**src/rtl/sale_input_conditioner_if.sv**
```systemverilog
// Board-side bundle of the sale terminal input conditioner: raw SW/KEY in, conditioned levels and strobes out.
// Latency: none, wires only. Backpressure: none, levels and single-cycle strobes.
// master = conditioner side, slave = board/consumer side.
interface sale_input_conditioner_if;
    logic [2:0] SW;
    logic [3:0] KEY;
    logic [2:0] CleanSWOut;
    logic [3:0] KEY_Reg;
    logic       KEY_Pulse;
    logic [3:0] CMD_Reg;
    logic       CMD_Valid;

    modport master (
        input  SW, KEY,
        output CleanSWOut, KEY_Reg, KEY_Pulse, CMD_Reg, CMD_Valid
    );

    modport slave (
        output SW, KEY,
        input  CleanSWOut, KEY_Reg, KEY_Pulse, CMD_Reg, CMD_Valid
    );
endinterface

```
**src/rtl/sale_input_conditioner.sv**
```systemverilog
// Syncs and debounces SW/KEY, detects key presses and assembles two-key commands into CMD_Reg.
// Latency: DEBOUNCE_CYCLES+2 edges to CleanSWOut, +3 to press outputs (2/3 edges with DEBOUNCE_BYPASS_EN).
// Backpressure: none; strobes are single-cycle and consumers must sample them.
module sale_input_conditioner #(
    parameter int DEBOUNCE_CYCLES = 500000,
    parameter int CNT_W           = 20
) (
    input  logic                       CLOCK_50,
    input  logic                       RESET_N,
    sale_input_conditioner_if.master   io
);

    // KEY and SW are handled as one 7-bit vector {KEY, SW}; KEY idles high.
    localparam int         NB      = 7;
    localparam logic [6:0] RST_VAL = 7'b1111_000;

    typedef enum logic [1:0] {
        CMD_IDLE,
        CMD_HALF,
        CMD_FULL
    } cmd_state_e;

    logic [NB-1:0] sync1_q, sync1_d;
    logic [NB-1:0] sync2_q, sync2_d;
    logic [NB-1:0] stable;

    always_comb begin
        sync1_d = {io.KEY, io.SW};
        sync2_d = sync1_q;
    end

    always_ff @(posedge CLOCK_50 or negedge RESET_N) begin
        if (!RESET_N) begin
            sync1_q <= RST_VAL;
            sync2_q <= RST_VAL;
        end else begin
            sync1_q <= sync1_d;
            sync2_q <= sync2_d;
        end
    end

`ifdef DEBOUNCE_BYPASS_EN
    assign stable = sync2_q;
`else
    localparam logic [CNT_W-1:0] CNT_LAST = CNT_W'(DEBOUNCE_CYCLES - 1);

    logic [CNT_W-1:0] cnt_q [NB];
    logic [CNT_W-1:0] cnt_d [NB];
    logic [NB-1:0]    stable_q, stable_d;

    // A bit is accepted only after it has differed for DEBOUNCE_CYCLES consecutive edges.
    always_comb begin
        stable_d = stable_q;
        for (int i = 0; i < NB; i++) begin
            cnt_d[i] = '0;
            if (sync2_q[i] != stable_q[i]) begin
                if (cnt_q[i] == CNT_LAST) begin
                    stable_d[i] = sync2_q[i];
                end else begin
                    cnt_d[i] = cnt_q[i] + 1'b1;
                end
            end
        end
    end

    always_ff @(posedge CLOCK_50 or negedge RESET_N) begin
        if (!RESET_N) begin
            stable_q <= RST_VAL;
            for (int i = 0; i < NB; i++) cnt_q[i] <= '0;
        end else begin
            stable_q <= stable_d;
            for (int i = 0; i < NB; i++) cnt_q[i] <= cnt_d[i];
        end
    end

    assign stable = stable_q;
`endif

    logic [3:0]  key_prev_q, key_prev_d;
    logic [3:0]  key_reg_q, key_reg_d;
    logic        key_pulse_q, key_pulse_d;
    logic [3:0]  cmd_reg_q, cmd_reg_d;
    logic        cmd_vld_q, cmd_vld_d;
    cmd_state_e  state_q, state_d;

    logic [3:0]  press;
    logic        press_any;
    logic [1:0]  press_idx;
    logic        cmd_mode;

    assign press    = key_prev_q & ~stable[6:3];
    assign cmd_mode = stable[0];

    always_comb begin
        key_prev_d  = stable[6:3];
        press_any   = |press;
        press_idx   = 2'd0;
        // Descending scan so the lowest pressed index is the one kept.
        for (int i = 3; i >= 0; i--) begin
            if (press[i]) press_idx = 2'(i);
        end
        key_pulse_d = press_any;
        key_reg_d   = key_reg_q;
        if (press_any) key_reg_d = 4'b0001 << press_idx;
    end

    always_comb begin
        state_d   = state_q;
        cmd_reg_d = cmd_reg_q;
        cmd_vld_d = 1'b0;
        if (!cmd_mode) begin
            state_d   = CMD_IDLE;
            cmd_reg_d = 4'b0000;
        end else if (press_any) begin
            case (state_q)
                CMD_HALF: begin
                    state_d   = CMD_FULL;
                    cmd_reg_d = {cmd_reg_q[1:0], press_idx};
                    cmd_vld_d = 1'b1;
                end
                default: begin
                    state_d   = CMD_HALF;
                    cmd_reg_d = {2'b00, press_idx};
                end
            endcase
        end
    end

    always_ff @(posedge CLOCK_50 or negedge RESET_N) begin
        if (!RESET_N) begin
            key_prev_q  <= 4'b1111;
            key_reg_q   <= 4'b0000;
            key_pulse_q <= 1'b0;
            cmd_reg_q   <= 4'b0000;
            cmd_vld_q   <= 1'b0;
            state_q     <= CMD_IDLE;
        end else begin
            key_prev_q  <= key_prev_d;
            key_reg_q   <= key_reg_d;
            key_pulse_q <= key_pulse_d;
            cmd_reg_q   <= cmd_reg_d;
            cmd_vld_q   <= cmd_vld_d;
            state_q     <= state_d;
        end
    end

    assign io.CleanSWOut = stable[2:0];
    assign io.KEY_Reg    = key_reg_q;
    assign io.KEY_Pulse  = key_pulse_q;
    assign io.CMD_Reg    = cmd_reg_q;
    assign io.CMD_Valid  = cmd_vld_q;

endmodule

```
**src/flat_wrapper.sv**
```systemverilog
// flat-port wrapper written by rule: the top's interface ports become plain ports
module sale_input_conditioner_flat 
#(
    parameter int DEBOUNCE_CYCLES = 500000,
    parameter int CNT_W           = 20
)
  (CLOCK_50, RESET_N, io_SW, io_KEY, io_CleanSWOut, io_KEY_Reg, io_KEY_Pulse, io_CMD_Reg, io_CMD_Valid);
  sale_input_conditioner_if io_i ();
  input  logic CLOCK_50;
  input  logic RESET_N;
  input wire logic [$bits(io_i.SW)-1:0] io_SW;
  input wire logic [$bits(io_i.KEY)-1:0] io_KEY;
  output wire logic [$bits(io_i.CleanSWOut)-1:0] io_CleanSWOut;
  output wire logic [$bits(io_i.KEY_Reg)-1:0] io_KEY_Reg;
  output wire logic [$bits(io_i.KEY_Pulse)-1:0] io_KEY_Pulse;
  output wire logic [$bits(io_i.CMD_Reg)-1:0] io_CMD_Reg;
  output wire logic [$bits(io_i.CMD_Valid)-1:0] io_CMD_Valid;
  assign io_i.SW = io_SW;
  assign io_i.KEY = io_KEY;
  assign io_CleanSWOut = io_i.CleanSWOut;
  assign io_KEY_Reg = io_i.KEY_Reg;
  assign io_KEY_Pulse = io_i.KEY_Pulse;
  assign io_CMD_Reg = io_i.CMD_Reg;
  assign io_CMD_Valid = io_i.CMD_Valid;
  sale_input_conditioner #(.DEBOUNCE_CYCLES(DEBOUNCE_CYCLES), .CNT_W(CNT_W)) u_core (.CLOCK_50(CLOCK_50), .RESET_N(RESET_N), .io(io_i));
endmodule
```
**config.mk**
```make
export PLATFORM = sky130hd
export DESIGN_NAME = sale_input_conditioner_flat
export DESIGN_NICKNAME = d
export VERILOG_FILES = /design/src/rtl/sale_input_conditioner_if.sv /design/src/rtl/sale_input_conditioner.sv /design/src/flat_wrapper.sv
export SDC_FILE = /design/constraint.sdc
export NUM_CORES = 1
export LEC_CHECK = 0
export BUFFER_PORTS_ARGS = -buffer_cell sky130_fd_sc_hd__buf_2
export CAP_MARGIN = 10
export CORE_UTILIZATION = 30
export DETAILED_ROUTE_END_ITERATION = 7
export SETUP_SLACK_MARGIN = 0.2
export SYNTH_ARGS = -nofsm -noshare
export SYNTH_HDL_FRONTEND = slang
export SYNTH_SLANG_ARGS = --single-unit
```
**constraint.sdc**
```tcl
create_clock -name CLOCK_50 -period 2.39 [get_ports CLOCK_50]
set_input_delay 0.717 -clock CLOCK_50 [delete_from_list [all_inputs] [get_ports CLOCK_50]]
set_output_delay 0.717 -clock CLOCK_50 [all_outputs]
set_load 0.05 [all_outputs]
```
==> results of run 1 <==
==> per-stage QoR <==
step	hold slack [ns]	area, µm²	power, mW	util [%]	instances
6_report	0.250	9770	6.27	35.2	1267
2_1_floorplan	0.331	8470	3.23	-	832
5_1_grt	0.268	9770	6.51	35.2	1267
3_3_place_gp	0.338	9140	3.35	32.9	1235
3_5_place_dp	0.336	9140	3.35	32.9	1235
4_1_cts	0.257	9770	6.37	35.2	1267
==> worst paths after layout <==
path	from	end	slack (ns)	cells after the start
max	u_core.stable[0]	io_CleanSWOut[0]	0.37	1
min	RESET_N	u_core.sync2_q[1]	0.25	1
max reg2reg	u_core.cnt_q[32]	u_core.cnt_q[23]	0.37	4
min reg2reg	u_core.sync1_q[1]	u_core.sync2_q[1]	0.35	0
max in group asynchronous	RESET_N	u_core.key_prev_q[1]	1.49	2
min in group CLOCK_50	u_core.sync1_q[1]	u_core.sync2_q[1]	0.35	0
==> logic make-up (layout without fill, tap and decap cells) <==
kind of cell | after synthesis | count (layout) | share of synthesized area [%]
fa+ha+maj | 7 | 7 | 1.03
flops | 177 | 177 | 52.5
compound gates | 63 | 63 | 4.92
buf+inv | 54 | 111 | 2.91
mux | 11 | 11 | 1.40
xor+xnor | 107 | 107 | 11.1
simple gates | 413 | 413 | 26.2
==> power groups by stage <==
stage	clock, mW	sequential (mW)	combinational (mW)
after floorplan	0	3.13	0.0982
after global placement	0	3.14	0.209
after detailed placement	0	3.14	0.210
after CTS	3.07	3.08	0.212
after global routing	3.18	3.09	0.238
final	2.98	3.08	0.203
==> per-layer routing <==
metal | GRT usage, % | share of wire, %
met3 | 2.58 | 2.5
met5 | 0 | 0
met2 | 18.7 | 45
met1 | 16.8 | 51
met4 | 3.29 | 0.98
==> registers in the layout, summed over array words and instances (netlist names), 2 cells and up <==
| register | flops |
|---|---|
| u_core.cnt_q | 140 |
| u_core.stable | 7 |
| u_core.sync1_q | 7 |
| u_core.sync2_q | 7 |
| u_core.io.CMD_Reg | 4 |
| u_core.io.KEY_Reg | 4 |
| u_core.key_prev_q | 4 |
| u_core.state_q | 2 |
==> layout by cell type, fill, tap and decap left out, types with 18 or more instances in the layout <==
cell type,count
inv_1,35
xnor2_1,79
a21oi_1,29
buf_2,20
dfrtp_1,161
buf_4,21
nor3_1,28
nand3_1,50
or3_1,18
nor4_1,34
nand2_1,38
xor2_1,28
nor2_1,140
nand4_1,41
==> worst reg2reg max path: stages (launching register included) <==
cell,delay [ns]
dfrtp_1,0.43
or4b_1,0.54
or3_4,0.42
o21bai_4,0.38
nor2_1,0.11
==> layout make-up <==
cell class,instances,area (µm²)
Inverter,35,131
Timing Repair Buffer,44,312
Clock inverter,14,201
Tap cell,378,473
Multi-Input combinational cell,601,3780
Fill cell,2825,18000
Sequential cell,177,4450
Clock buffer,18,429
==> flow_metrics.py, run 1 <==
metrics = {
    "status": {
        "status": "finished, final reports clean",
    },
    "critical_path": {
        "end_kind": "primary output",
        "worst_path_max_delay_cell": "dfrtp_1",
        "path_class": "flop to primary output",
        "crit_path_max_incr_delay_ns": 0.55,
        "critPathLaunchType": "flop",
        "critPathArrivalTime_ns": 1.31,
        "cp_top_family": "flip-flops",
        "crit_required_ns": 1.67,
        "path_buf_inv": 1,
        "worstPathCellList": "buf_2",
        "crit_fanout": 10,
    },
    "timing": {
        "slew_viol_final": 0,
        "finalSetupViolations": 0,
        "period_share_pct": 84.7,
        "slew_headroom_pct": 62.2,
        "setup_ws_ns": 0.367,
        "fin_crit_ns": 2.02,
        "hold_viol": 0,
        "worst_clock_skew_ns": 0.0109,
        "fmax_ghz": 0.494,
        "worstMarginPinSlew_ns": 0.562,
        "rsz0062_at_grt": "no",
        "setup_tns_ns": 0,
    },
    "global_routing": {
        "grt_pass1_wl_um": 28200,
        "track_usage_pct": 12.0,
        "grt_pass1_vias": 5723,
        "gr-total-overflow": 0,
        "antenna_found_initial": 0,
        "grt_max_degree": 53,
    },
    "die": {
        "ios": 22,
        "rows": 61,
        "die_width_um": 170,
        "die_area_mm2": 0.0289,
        "start_util_pct": 30.5,
        "die_h_um": 170,
        "core-area_mm2": 0.0278,
    },
    "pwr": {
        "ir_drop_uv": 331,
        "power_density_mw_per_mm2": 642,
        "p_int_mw": 4.88,
        "p_sw_share_pct": 22.1,
        "leakage_nw": 3.84,
        "power_switching_mw": 1.39,
        "seq_power_share_pct": 49.2,
        "p_clk_share_pct": 47.6,
        "p_comb_share_pct": 3.2,
    },
    "synthesis": {
        "synth_top_cells_by_count": "161 x dfrtp_1, 140 x nor2_1, 79 x xnor2_1, 50 x nand3_1, 41 x nand4_1",
        "synth_most_common_cell": "dfrtp_1",
        "yosysSeqAreaShare_pct": 52.5,
        "ys_ff_latch": 177,
        "ys_types": 53,
        "synth_top_area_cell": "dfrtp_1",
        "synth_edf_count": 0,
        "synth_area_leaders": "dfrtp_1 48%, xnor2_1 8.2%, nor2_1 6.2%",
        "synth_top_area_share_pct": 47.5,
        "synth_area_mm2": 0.00847,
        "synth_area_per_cell_um2": 10.2,
        "async_flop_share_pct": 100,
        "synthFlopType": "dfrtp_1",
        "syn_inst": 832,
        "synth_warnings": 0,
        "synth_nets": 848,
    },
    "place": {
        "dp_slack_ns": 0.369,
        "io_buffers": 21,
        "hpwl_um": 11400,
        "gp_congestion": 0.797,
    },
    "clocking": {
        "cts_tree": "built",
        "post_cts_buffers": 0,
        "cts-root-buf": "clkbuf_16",
        "clk_pin_slew_worst_paths_ns": 0.07,
        "post_cts_resized": 0,
        "clk_latency_ns": 0.43,
        "holdBufCountCts": 0,
        "cts_htree_levels": 4,
        "clock-sinks": 177,
        "cts_buffers": 17,
        "cts_max_path_buffers": 2,
    },
    "layout": {
        "area_delta_synth_final_pct": 15.3,
        "nets": 892,
        "drive_gt1_share_pct": 13.8,
        "diodes": 0,
    },
    "routing": {
        "vias": 6014,
        "wire_per_inst_um": 12.9,
        "routed_via_density": 4.75,
        "drt_iter0_drc": 315,
        "drc": 0,
        "dr.pass1.iters": 5,
        "totalWireLength_um": 16300,
        "antenna_left": 0,
    },
    "job": {
        "maxCapViolCount": 0,
    },
    "hold_path": {
        "holdCritPathClass": "input pin to async pin",
    },
}
Note: power is estimated with default switching activity, not from simulation.
==> run 2: changes to the inputs <==
Settings changed: ABC_AREA from default to 1.
Clock period 2.39 ns to 1.8 ns, I/O delays scaled along.
==> run 2 against run 1 <==
Compared with the run above: die area rose by 15%; cell count rose by 37%; sequential power rose by 32%; via count rose by 31%; combinational power rose by 27%; first-iteration DRC count rose by 53%; clock skew barely moved.
==> flow_metrics.py, run 2 <==
metrics = {
    "synthesis": {
        "yosysSeqAreaShare_pct": 45.8,
        "synth_most_common_cell": "nor2_1",
        "synthFlopType": "dfrtp_1",
        "synth_top_area_share_pct": 41.4,
        "synth_area_leaders": "dfrtp_1 41%, nor2_1 11%, nand2_1 9.6%",
        "synth_edf_count": 0,
        "synth_area_mm2": 0.00972,
        "synth_area_per_cell_um2": 7.62,
        "syn_inst": 1275,
        "async_flop_share_pct": 100,
        "ys_types": 32,
        "synth_top_cells_by_count": "294 x nor2_1, 249 x nand2_1, 161 x dfrtp_1, 148 x inv_1, 133 x nand3_1",
        "synth_nets": 1291,
        "ys_ff_latch": 177,
        "synth_warnings": 0,
        "synth_top_area_cell": "dfrtp_1",
    },
    "layout": {
        "diodes": 0,
        "nets": 1332,
        "area_delta_synth_final_pct": 14.1,
        "layout.cells.most_common": "nor2_1",
        "drive_gt1_share_pct": 13.7,
        "final_cell_mix": "294 x nor2_1, 246 x nand2_1, 160 x dfrtp_1, 147 x inv_1, 132 x nand3_1",
        "regMostFlops": "u_core.cnt_q",
        "largest_reg_flops": 140,
    },
    "clocking": {
        "cts-root-buf": "clkbuf_16",
        "cts_max_path_buffers": 2,
        "clk_pin_slew_worst_paths_ns": 0.07,
        "cts_tree": "built",
        "cts_buffers": 17,
        "clock-sinks": 177,
        "cts_htree_levels": 4,
        "clk_latency_ns": 0.43,
    },
    "critical_path": {
        "path_buf_inv": 1,
        "critPathLaunchType": "flop",
        "crit_required_ns": 1.26,
        "worst_path_max_delay_cell": "dfrtp_1",
        "path_class": "flop to primary output",
        "crit_path_max_incr_delay_ns": 0.42,
        "crit_fanout": 2,
        "critPathArrivalTime_ns": 1.02,
        "cp_top_family": "flip-flops",
        "end_kind": "primary output",
        "worstPathCellList": "buf_6",
    },
    "timing": {
        "slew_viol_final": 0,
        "hold_viol": 0,
        "fin_crit_ns": 1.56,
        "rsz0062_at_grt": "yes",
        "period_share_pct": 86.6,
        "slew_headroom_pct": 69.3,
        "worst_clock_skew_ns": 0.0109,
        "fmax_ghz": 0.641,
        "setup_ws_ns": 0.240,
        "setup_tns_ns": 0,
        "worstMarginPinSlew_ns": 0.460,
        "finalSetupViolations": 0,
    },
    "job": {
        "maxCapViolCount": 0,
    },
    "routing": {
        "wire_per_inst_um": 11.8,
        "routed_via_density": 4.55,
        "met1_length_um": 10200,
        "totalWireLength_um": 20500,
        "top_layer_used": "met4",
        "dr_wl_met2_um": 9610,
        "dr.pass1.iters": 5,
        "drt_iter0_drc": 481,
        "wl_met3_um": 570,
        "drc": 0,
        "antenna_left": 0,
        "vias": 7879,
    },
    "global_routing": {
        "antenna_found_initial": 0,
        "grt_pass1_vias": 7579,
        "track_usage_pct": 13.2,
        "grt_pass1_wl_um": 36000,
        "grt_max_degree": 50,
        "gr-total-overflow": 0,
    },
    "pwr": {
        "ir_drop_uv": 562,
        "power_density_mw_per_mm2": 715,
        "leakage_nw": 4.73,
    },
    "hold_path": {
        "holdCritPathClass": "input pin to flop",
    },
    "die": {
        "core-area_mm2": 0.0317,
        "ios": 22,
        "die_area_mm2": 0.0331,
        "die_width_um": 182,
        "start_util_pct": 30.7,
        "rows": 65,
        "die_h_um": 182,
    },
    "status": {
        "status": "finished, final reports clean",
    },
    "place": {
        "dp_slack_ns": 0.294,
        "gp_congestion": 0.900,
        "hpwl_um": 15500,
        "io_buffers": 21,
    },
}
[run 2: changes by cell type in the layout (fill, tap and decap cells not counted), moves of 19 or more]
cell and change:
inv_1 +112, nor2_1 +154, nand3_1 +82, xnor2_1 -60
nor4_1 -34, nand2_2 +26, nor2_2 +28, nand2_1 +208
nor2_4 +19, a21oi_1 -23
[run 2: timing repair]
item / CTS / global route
endpoints found under the setup margin: 11 / 33
cloned: 0 / 0
buffers inserted: 2 / 2
hold endpoints to repair: 19 / 0
resized for setup: 17 / 16
pin swaps: 0 / 0
hold buffers: 1 / 0
[run 2: worst paths after layout]
| check | startpoint | endpoint | slack, ns | depth (start not counted) |
|---|---|---|---|---|
| min in group asynchronous | RESET_N | u_core.stable[2] | 0.56 | 2 |
| max | u_core.io.KEY_Reg[2] | io_KEY_Reg[2] | 0.24 | 1 |
| max in group asynchronous | RESET_N | u_core.key_prev_q[1] | 0.65 | 3 |
| max reg2reg | u_core.cnt_q[0] | u_core.cnt_q[18] | 0.34 | 6 |
| min | io_KEY[3] | u_core.sync1_q[6] | 0.20 | 1 |
| min reg2reg | u_core.sync1_q[2] | u_core.sync2_q[2] | 0.35 | 0 |
[run 2: power by group]
group          switching [mW]  leakage, nW  total [mW]  internal [mW]
clock network            1.72        0.280        3.60           1.88
registers              0.0400         2.38        4.08           4.04
logic                   0.181         2.07       0.257         0.0762
total                    1.94         4.73        7.93           5.99
[run 2: per-layer routing]
metal	global-route usage, %	vias up
met2	21.5	96
met4	3.09	0
met5	0	-
li1	-	4089
met3	2.71	13
met1	17.9	3681
[run 2: cells by family after synthesis]
group | after synthesis | share of synthesized area, %
buffers and inverters | 167 | 6.80
AND/OR/NAND/NOR | 817 | 38.2
flip-flops | 177 | 45.8
AO/OA/AOI/OAI | 44 | 2.60
adder cells (fa/ha/maj) | 7 | 0.901
XOR/XNOR | 63 | 5.75
[run 2: area by class of cell]
cell class,instances,area (µm²)
fillers,3320,20600
multi-input cells,931,4650
flip-flops and latches,177,4450
inverters,153,574
well taps,402,503
clock buffers,18,439
repair buffers,36,338
clock inverters,14,143
[run 2: stage by stage]
step                      std cells  total power, mW  area (µm²)  hold WS, ns  util, %
final                          1731             7.93       11100        0.201     35.0
after global routing           1731             8.29       11100        0.176     35.0
after CTS                      1729             8.07       11000        0.179     34.7
after detailed placement       1694             4.42       10400        0.337     32.7
after global placement         1694             4.41       10400        0.335     32.7
after floorplan                1275             4.26        9720        0.244        -
==> run 3: changes to the inputs <==
Settings changed: CELL_PAD_IN_SITES_DETAIL_PLACEMENT from default to 1, CELL_PAD_IN_SITES_GLOBAL_PLACEMENT from default to 1, CORE_MARGIN from default to 4, PLACE_DENSITY_LB_ADDON from default to 0.1.
==> run 3 against run 2 <==
Compared with the run above: register-to-register slack got worse by 0.06 ns; critical endpoint is now io_CleanSWOut[0]; largest cell class unchanged; cell count rose by 2.7%; global-route usage rose by 2.1 points; core utilization rose by 0.52 points; fmax fell by 2.0%; sequential share of layout area fell by 0.65 points; design area rose by 1.7%; wire length rose by 26%; critical path type unchanged.
==> flow_metrics.py, run 3 (synthesis gave the netlist of run 2 again) <==
metrics = {
    "clocking": {
        "cts_tree": "built",
        "cts_buffers": 17,
        "clk_latency_ns": 0.44,
        "cts-root-buf": "clkbuf_16",
        "cts_htree_levels": 4,
        "clock-sinks": 177,
        "cts_max_path_buffers": 2,
        "clk_pin_slew_worst_paths_ns": 0.07,
    },
    "timing": {
        "slew_viol_final": 0,
        "fin_crit_ns": 1.59,
        "period_share_pct": 88.4,
        "slew_headroom_pct": 68.9,
        "finalSetupViolations": 0,
        "worst_clock_skew_ns": 0.0135,
        "fmax_ghz": 0.628,
        "rsz0062_at_grt": "yes",
        "setup_tns_ns": 0,
        "hold_viol": 0,
        "worstMarginPinSlew_ns": 0.465,
    },
    "routing": {
        "drt_iter0_drc": 402,
        "dr_wl_met2_um": 12100,
        "top_layer_used": "met4",
        "routed_via_density": 4.52,
        "met1_length_um": 12900,
        "antenna_left": 0,
        "vias": 8028,
        "wl_met3_um": 575,
        "drc": 0,
        "wire_per_inst_um": 14.6,
        "dr.pass1.iters": 4,
        "totalWireLength_um": 25900,
    },
    "layout": {
        "diodes": 0,
        "layout.cells.most_common": "nor2_1",
        "regMostFlops": "u_core.cnt_q",
        "drive_gt1_share_pct": 15.4,
        "final_cell_mix": "294 x nor2_1, 242 x nand2_1, 157 x dfrtp_1, 147 x inv_1, 129 x nand3_1",
        "instances_no_fill": 1777,
        "largest_reg_flops": 140,
        "nets": 1345,
        "area_delta_synth_final_pct": 16.1,
    },
    "status": {
        "status": "finished, final reports clean",
    },
    "global_routing": {
        "grt_pass1_vias": 8393,
        "grt_pass1_wl_um": 44100,
        "antenna_found_initial": 0,
        "track_usage_pct": 15.3,
        "grt_max_degree": 40,
        "gr-total-overflow": 0,
    },
    "hold_path": {
        "holdCritPathClass": "input pin to async pin",
    },
    "critical_path": {
        "end_kind": "primary output",
        "worstSetupStartpoint": "u_core.stable[0]",
        "critPathArrivalTime_ns": 1.05,
        "critPathLaunchType": "flop",
        "worst_path_max_delay_cell": "dfrtp_2",
        "reg2reg_slack_ns": 0.28,
        "crit_path_max_incr_delay_ns": 0.44,
        "path_class": "flop to primary output",
        "cp_top_family": "flip-flops",
        "crit_required_ns": 1.26,
        "r2r-start": "u_core.stable[2]",
        "crit_fanout": 2,
        "r2r_cells": 4,
        "crit_end": "io_CleanSWOut[0]",
        "path_depth": 1,
        "path_buf_inv": 1,
        "worstPathCellList": "buf_6",
        "rr_endpoint": "u_core.cnt_q[84]",
    },
    "die": {
        "rows": 65,
        "ios": 22,
        "start_util_pct": 30.6,
        "die_h_um": 188,
        "die_width_um": 188,
        "die_area_mm2": 0.0353,
        "core-area_mm2": 0.0318,
    },
    "pwr": {
        "power_density_mw_per_mm2": 725,
        "ir_drop_uv": 652,
        "leakage_nw": 4.80,
    },
    "job": {
        "maxCapViolCount": 0,
    },
    "place": {
        "io_buffers": 21,
        "hpwl_um": 19700,
        "gp_congestion": 0.803,
        "placedCellCount": 1734,
    },
}
## run 3: changes by cell type in the layout (fill, tap and decap cells not counted), sizes merged
cell,before,now
buf,33,48
clkinv,4,2
bufinv,0,1
dlygate4sd3,1,0
inv,161,163
clkinvlp,2,0
## run 3: worst min path at each step
stage	start	cells after the start	endpoint	slack, ns
final	RESET_N	1	u_core.cnt_q[125]	0.03
after global routing	RESET_N	1	u_core.cnt_q[125]	0.03
after CTS	RESET_N	1	u_core.cnt_q[125]	0.02
after detailed placement	u_core.sync1_q[1]	0	u_core.sync2_q[1]	0.34
after global placement	u_core.sync1_q[1]	0	u_core.sync2_q[1]	0.33
after floorplan	RESET_N	0	u_core.cnt_q[0]	0.24
## run 3: cell type report
cell class	instances	area, µm²
clock inverters	13	140
repair buffers	49	430
flip-flops and latches	177	4450
inverters	153	574
clock buffers	19	454
fillers	3855	20500
multi-input cells	931	4690
well taps	435	544
## run 3: what timing repair did
item / 4_1_cts / 5_1_grt
resized for setup: 28 / 22
pin swaps: 0 / 5
setup endpoints to repair: 13 / 61
hold buffers: 0 / 0
setup buffers: 3 / 8
## run 3: report_power, final
group          switching (mW)  internal (mW)
logic                   0.195         0.0814
registers              0.0389           4.04
clock network            1.79           2.05
## run 3: stage by stage
stage / hold WS, ns / util [%] / area (µm²) / total power, mW / worst slack, ns
floorplan: 0.244 / - / 9720 / 4.26 / 0.491
global placement: 0.332 / 32.9 / 10400 / 4.43 / 0.264
detailed placement: 0.336 / 32.9 / 10400 / 4.43 / 0.252
CTS: 0.0184 / 35.0 / 11100 / 8.37 / 0.164
global route: 0.0265 / 35.5 / 11300 / 8.61 / 0.157
finish: 0.0260 / 35.5 / 11300 / 8.19 / 0.208
## run 3: layer usage
layer  global-route usage [%]  vias to the layer above
li1                         -                     4108
met1                     21.4                     3844
met4                     3.73                        0
met5                        0                        -
met3                     2.98                       17
met2                     24.4                       59
